===== config.mk =====
export PLATFORM = sky130hd
export DESIGN_NAME = dsp_opmux_pipe
export DESIGN_NICKNAME = d
export VERILOG_FILES = /design/src/rtl/dsp_opmux_pipe.sv
export SDC_FILE = /design/constraint.sdc
export NUM_CORES = 1
export LEC_CHECK = 0
export ABC_CLOCK_PERIOD_IN_PS = 3210
export CAP_MARGIN = 20
export CORE_ASPECT_RATIO = 1.2
export CORE_MARGIN = 5
export CORE_UTILIZATION = 39
export CTS_BUF_LIST = sky130_fd_sc_hd__clkbuf_8
export CTS_CLUSTER_SIZE = 25
export DETAILED_ROUTE_END_ITERATION = 10
export GPL_TIMING_DRIVEN = 0
export MAX_ROUTING_LAYER = met4
export PLACE_DENSITY = 0.95
export SYNTH_ARGS = -nofsm -noshare
export SYNTH_HDL_FRONTEND = slang
export SYNTH_SLANG_ARGS = --single-unit

===== constraint.sdc =====
create_clock -name clk -period 3.21 [get_ports clk]
set_input_delay 0.642 -clock clk [delete_from_list [all_inputs] [get_ports clk]]
set_output_delay 0.642 -clock clk [all_outputs]
set_load 0.005 [all_outputs]

===== src/rtl/dsp_opmux_pipe.sv =====
// dsp_opmux_pipe: pipelined 4:1 operand multiplexer for the DSP X/Z operand path.
// in1 is a narrow operand that is zero- or sign-extended (SEXT) to W_OUT.
// The selected data, its valid flag and a select-change flag travel through
// PIPE clock-enabled register stages.
// Optional feature: define DSP_OPMUX_USAGE_CNT_EN to add sel_cnt, four
// saturating 16-bit per-select usage counters.
module dsp_opmux_pipe #(
  parameter int W_OUT    = 48,
  parameter int W_NARROW = 36,
  parameter int SEXT     = 0,
  parameter int PIPE     = 1
) (
  input  logic                clk,
  input  logic                rst_n,
  input  logic                ce,
  input  logic                in_valid,
  input  logic [1:0]          sel,
  input  logic [W_OUT-1:0]    in0,
  input  logic [W_NARROW-1:0] in1,
  input  logic [W_OUT-1:0]    in2,
  input  logic [W_OUT-1:0]    in3,
  output logic [W_OUT-1:0]    out,
  output logic                out_valid,
  output logic                sel_chg
`ifdef DSP_OPMUX_USAGE_CNT_EN
  ,
  output logic [63:0]         sel_cnt
`endif
);

  if (PIPE < 1 || PIPE > 4) begin : g_bad_pipe
    $error("dsp_opmux_pipe: PIPE=%0d is outside the legal range 1..4", PIPE);
  end
  if (W_NARROW < 1 || W_NARROW > W_OUT) begin : g_bad_narrow
    $error("dsp_opmux_pipe: W_NARROW=%0d is outside the legal range 1..W_OUT", W_NARROW);
  end

  // Widen in1 to W_OUT: upper bits are a copy of the MSB when SEXT is set,
  // zero otherwise. Writing the fill first then the low field keeps this legal
  // when W_NARROW == W_OUT (the fill is fully overwritten).
  function automatic logic signed [W_OUT-1:0] ext_narrow(input logic [W_NARROW-1:0] v);
    logic signed [W_OUT-1:0] r;
    r = (SEXT != 0 && v[W_NARROW-1]) ? '1 : '0;
    r[W_NARROW-1:0] = v;
    return r;
  endfunction

`ifdef DSP_OPMUX_USAGE_CNT_EN
  // Saturating increment for a 16-bit usage counter.
  function automatic logic [15:0] sat_inc16(input logic [15:0] v);
    return (v == 16'hFFFF) ? v : v + 16'd1;
  endfunction
`endif

  logic signed [W_OUT-1:0]   mux_p0;
  logic                      vld_p0;
  logic                      chg_p0;

  // Stages are packed side by side; stage 1 occupies the low slice and the
  // output stage (stage PIPE) the high slice.
  logic [PIPE*W_OUT-1:0]     data_q, data_d;
  logic [PIPE-1:0]           vld_q, vld_d;
  logic [PIPE-1:0]           chg_q, chg_d;
  logic [1:0]                last_sel_q;
  logic                      first_q;

  // ---- stage 0: operand select, extension and change detect
  always_comb begin
    case (sel)
      2'd0:    mux_p0 = $signed(in0);
      2'd1:    mux_p0 = ext_narrow(in1);
      2'd2:    mux_p0 = $signed(in2);
      default: mux_p0 = $signed(in3);
    endcase
    vld_p0 = in_valid;
    chg_p0 = in_valid && !first_q && (sel != last_sel_q);
  end

  // Next state of the stage chain: everything moves up one stage.
  always_comb begin
    data_d = (data_q << W_OUT) | (PIPE*W_OUT)'($unsigned(mux_p0));
    vld_d  = (vld_q << 1) | PIPE'(vld_p0);
    chg_d  = (chg_q << 1) | PIPE'(chg_p0);
  end

  // ---- stages 1..PIPE: clock-enabled pipeline plus last accepted select
  always_ff @(posedge clk) begin
    if (!rst_n) begin
      data_q     <= '0;
      vld_q      <= '0;
      chg_q      <= '0;
      last_sel_q <= 2'd0;
      first_q    <= 1'b1;
    end else if (ce) begin
      data_q <= data_d;
      vld_q  <= vld_d;
      chg_q  <= chg_d;
      if (in_valid) begin
        last_sel_q <= sel;
        first_q    <= 1'b0;
      end
    end
  end

  assign out       = data_q[PIPE*W_OUT-1 -: W_OUT];
  assign out_valid = vld_q[PIPE-1];
  assign sel_chg   = chg_q[PIPE-1];

`ifdef DSP_OPMUX_USAGE_CNT_EN
  logic [3:0][15:0] cnt_q;

  // Per-select usage counters, bumped on every accepted sample.
  always_ff @(posedge clk) begin
    if (!rst_n) begin
      cnt_q <= '0;
    end else if (ce && in_valid) begin
      cnt_q[sel] <= sat_inc16(cnt_q[sel]);
    end
  end

  assign sel_cnt = cnt_q;
`endif

endmodule


==> out/qor.csv <==
stage,metric,value,unit
status,status,"finished, final reports clean",
placed_design,preCtsSetupSlack,1060,ps
timing,hold_viol_final,0,
placed_design,hpwl,10400,um
clock_tree,root_buffer,clkbuf_8,
setup_path,crit_type,flop to output port,
floorplanning,core-area,8110,sq um
route,drc,0,
cells_and_area,syn_to_final_growth,79.0,%
worst_hold_path,hp-start,first_q$_SDFFE_PN1P_,
timing,setup_viol,0,
timing,setup_slack,1370,ps
setup_path,crit_family,buffers and inverters,
grt,grt_util_all_layers,0.236,
setup_path,crit_arrival,1190,ps
cells_and_area,antenna_cells,0,
setup_path,cp_max_fo,2,
pwr,total_power,1.80,mW
cells_and_area,multiInputGateArea,1870,sq um
grt,grt_overflow,0,
route,antenna_left,0,
pwr,swShare,0.244,
setup_path,r2r_cells,3,
timing,fin_crit,1840,ps
setup_path,crit_path_end_kind,output port,
cells_and_area,layout.cells.non_filler,633,
timing,fin_setup_tns,0,ps
clock_tree,clock_sinks,53,
route,vias,3496,
placed_design,numPortBuffers,233,
pwr,p_leak,2.32,nW
placed_design,postPlaceCellArea,5700,sq um
floorplanning,ioPinCount,236,
timing,period_share,0.572,
clock_tree,post_cts_buffers,0,
setup_path,worst-path-buf-inv,1,
clock_tree,clockBufferDepth,2,
route,drtPass1Iterations,4,
setup_path,timing.rr.start,last_sel_q[0]$_SDFFE_PN0P_,
synthesis,ys_types,27,
grt,grt_pass1_wl,18600,um
route,drtIter0Drc,102,
cells_and_area,final_layout_size_suffix_gt1_frac,0.106,
setup_path,cpMaxStageDelayCell,clkdlybuf4s50_1,
cells_and_area,nFillCells,600,
timing,relSlewSlack,0.701,
floorplanning,initial_core_util,0.401,
synthesis,syn-mean-instance-area,10.9,sq um
pwr,power_frac_seq,0.407,
clock_tree,cts_tree,yes,
pwr,combPwrFrac,0.333,
floorplanning,die_w,93.3,um
setup_path,worstPathRequired,2570,ps
clock_tree,htree_levels,2,
clock_tree,cts.clk_slew.worst_paths,90,ps
grt,grt_max_degree,16,
route,wl_per_cell,19.7,um
synthesis,syn_area,3250,sq um
cells_and_area,fin_area,5820,sq um
worst_hold_path,hp-class,flop to flop,
flow_run,cap_violations,0,
cells_and_area,ff_latch_area,1060,sq um
synthesis,netlist_instances,297,
pwr,power.density,310,nW/um^2
setup_path,cp_slowest_stage_delay,530,ps
setup_path,cp-start-kind,flop,
pwr,netSwitchingPower,0.440,mW
setup_path,reg2reg_to,sel_chg$_SDFFE_PN0P_,
clock_tree,cts.repair.resized,0,
route,post_drt_via_cell_ratio,5.52,
floorplanning,die-area,10300,sq um
pwr,clockPowerShare,0.260,
synthesis,yosysWarningCount,0,
timing,max_slew.worst_pin.slew,449,ps
placed_design,gp_congestion,0.811,
synthesis,ys_seq_area_frac,0.327,
worst_hold_path,hold_depth,2,
pwr,power.internal,1.36,mW
clock_tree,clk_latency,300,ps
floorplanning,num_rows,36,
timing,rsz0062_at_grt,false,
route,drt-total-wl,12500,um
setup_path,r2r_setup_slack,2440,ps
cells_and_area,final_nets,723,
pwr,max-vdd-ir-drop,0.199,mV
timing,slew_violations,0,
synthesis,ys_ff_latch,53,
grt,antenna_found_initial,0,
clock_tree,cts_buffers,5,
grt,grt_pass1_vias,3757,
timing,fmax,544,MHz
floorplanning,die_h,110,um
clock_tree,cts_hold_buf,0,
synthesis,syn_nets,483,
setup_path,cp_cell_sequence,clkdlybuf4s50_1,
worst_hold_path,hold_end,first_q$_SDFFE_PN1P_,
timing,fin_worst_skew,4.05,ps
placed_design,placed_cells,625,
==> cell usage after synthesis <==
| library cell | n | area (sq um) |
|---|---|---|
| buf_1 | 2 | 7.51 |
| a22oi_1 | 3 | 22.5 |
| buf_6 | 2 | 22.5 |
| nand3b_1 | 37 | 278 |
| clkbuf_1 | 4 | 15.0 |
| buf_2 | 8 | 40.0 |
| mux2i_1 | 72 | 721 |
| a21oi_1 | 12 | 60.1 |
| buf_8 | 1 | 15.0 |
| nor2_1 | 1 | 3.75 |
| mux2_2 | 3 | 33.8 |
| nand3b_4 | 1 | 20.0 |
| nand3_1 | 2 | 10.0 |
| buf_12 | 8 | 160 |
| o221ai_1 | 36 | 315 |
| a21boi_0 | 3 | 22.5 |
| nand3_4 | 1 | 17.5 |
| a22oi_2 | 9 | 113 |
| o21ai_0 | 13 | 65.1 |
| buf_4 | 7 | 52.6 |
| mux2_4 | 9 | 135 |
| xor2_1 | 2 | 17.5 |
| nand4b_1 | 1 | 8.76 |
| nand2b_1 | 1 | 6.26 |
| nor2_2 | 1 | 6.26 |
| dfxtp_1 | 53 | 1060 |
| nand2_1 | 5 | 18.8 |
==> power groups by stage <==
stage	clock (mW)	combinational, mW	sequential, mW
after floorplan	0	0.222	0.749
after global placement	0	0.590	0.744
after detailed placement	0	0.602	0.748
after CTS	0.485	0.604	0.733
after global routing	0.505	0.637	0.739
final	0.469	0.599	0.734
==> placed cells by master, fill, tap and decap left out <==
cell             Yosys  layout
clkdlybuf4s50_1      0     233
buf_6                2       2
inv_1                0       1
bufinv_16            0       1
buf_12               8       8
buf_4                7       7
nor2_2               1       1
nand3_1              2       2
mux2_2               3       3
clkbuf_1             4       4
o21ai_0             13      13
a21oi_1             12      12
buf_1                2       2
a21boi_0             3       3
buf_2                8       8
nand3b_4             1       1
mux2_4               9       9
nand3b_1            37      37
a22oi_2              9       9
nand2b_1             1       1
nand2_1              5       5
nor2_1               1       1
xor2_1               2       2
clkbuf_8             0       6
dfxtp_1             53      53
buf_8                1       1
mux2i_1             72      72
o221ai_1            36      36
nand3_4              1       1
a22oi_1              3       3
nand4b_1             1       1
==> state kept, by name, summed over array words and instances (netlist names) <==
register and count:
last_sel_q 2, out 48, sel_chg 1, out_valid 1
first_q 1
==> worst max-delay path by stage <==
stage	from	to	depth (start not counted)
2_1_floorplan	sel[0]	out[36]$_SDFFE_PN0P_	5
3_3_place_gp	rst_n	out[36]$_SDFFE_PN0P_	5
3_5_place_dp	rst_n	out[45]$_SDFFE_PN0P_	5
4_1_cts	out[13]$_SDFFE_PN0P_	out[13]	1
5_1_grt	rst_n	out[45]$_SDFFE_PN0P_	5
6_report	out[32]$_SDFFE_PN0P_	out[32]	1
==> cell families after synthesis <==
| group | synth area share |
|---|---|
| xor gates and xnor gates | 0.00539 |
| muxes | 0.274 |
| DFF | 0.327 |
| and+or+nand+nor | 0.114 |
| buffers and inverters | 0.0963 |
| AOI/OAI and AO/OA | 0.184 |
==> through the flow <==
stage                util  hold slack (ps)
detailed placement  0.703              437
finish              0.717              448
global route        0.717              475
global placement    0.703              429
CTS                 0.717              452
floorplan               -              415
==> metal layers <==
metal	track usage	vias up	routed length (um)
li1	-	1635	-
met3	0.0597	42	1100
met1	0.235	1633	4450
met2	0.440	186	6510
met5	-	-	0
met4	0.0932	0	423
==> cell type report <==
type | count | area share
clock inverter | 2 | 0.00581
tap | 95 | 0.0204
timing repair buffer | 233 | 0.401
buffer | 32 | 0.0538
multi-input combinational | 212 | 0.322
sequential | 53 | 0.182
clock buffer | 6 | 0.0142
(Power assumes the default switching activity.)
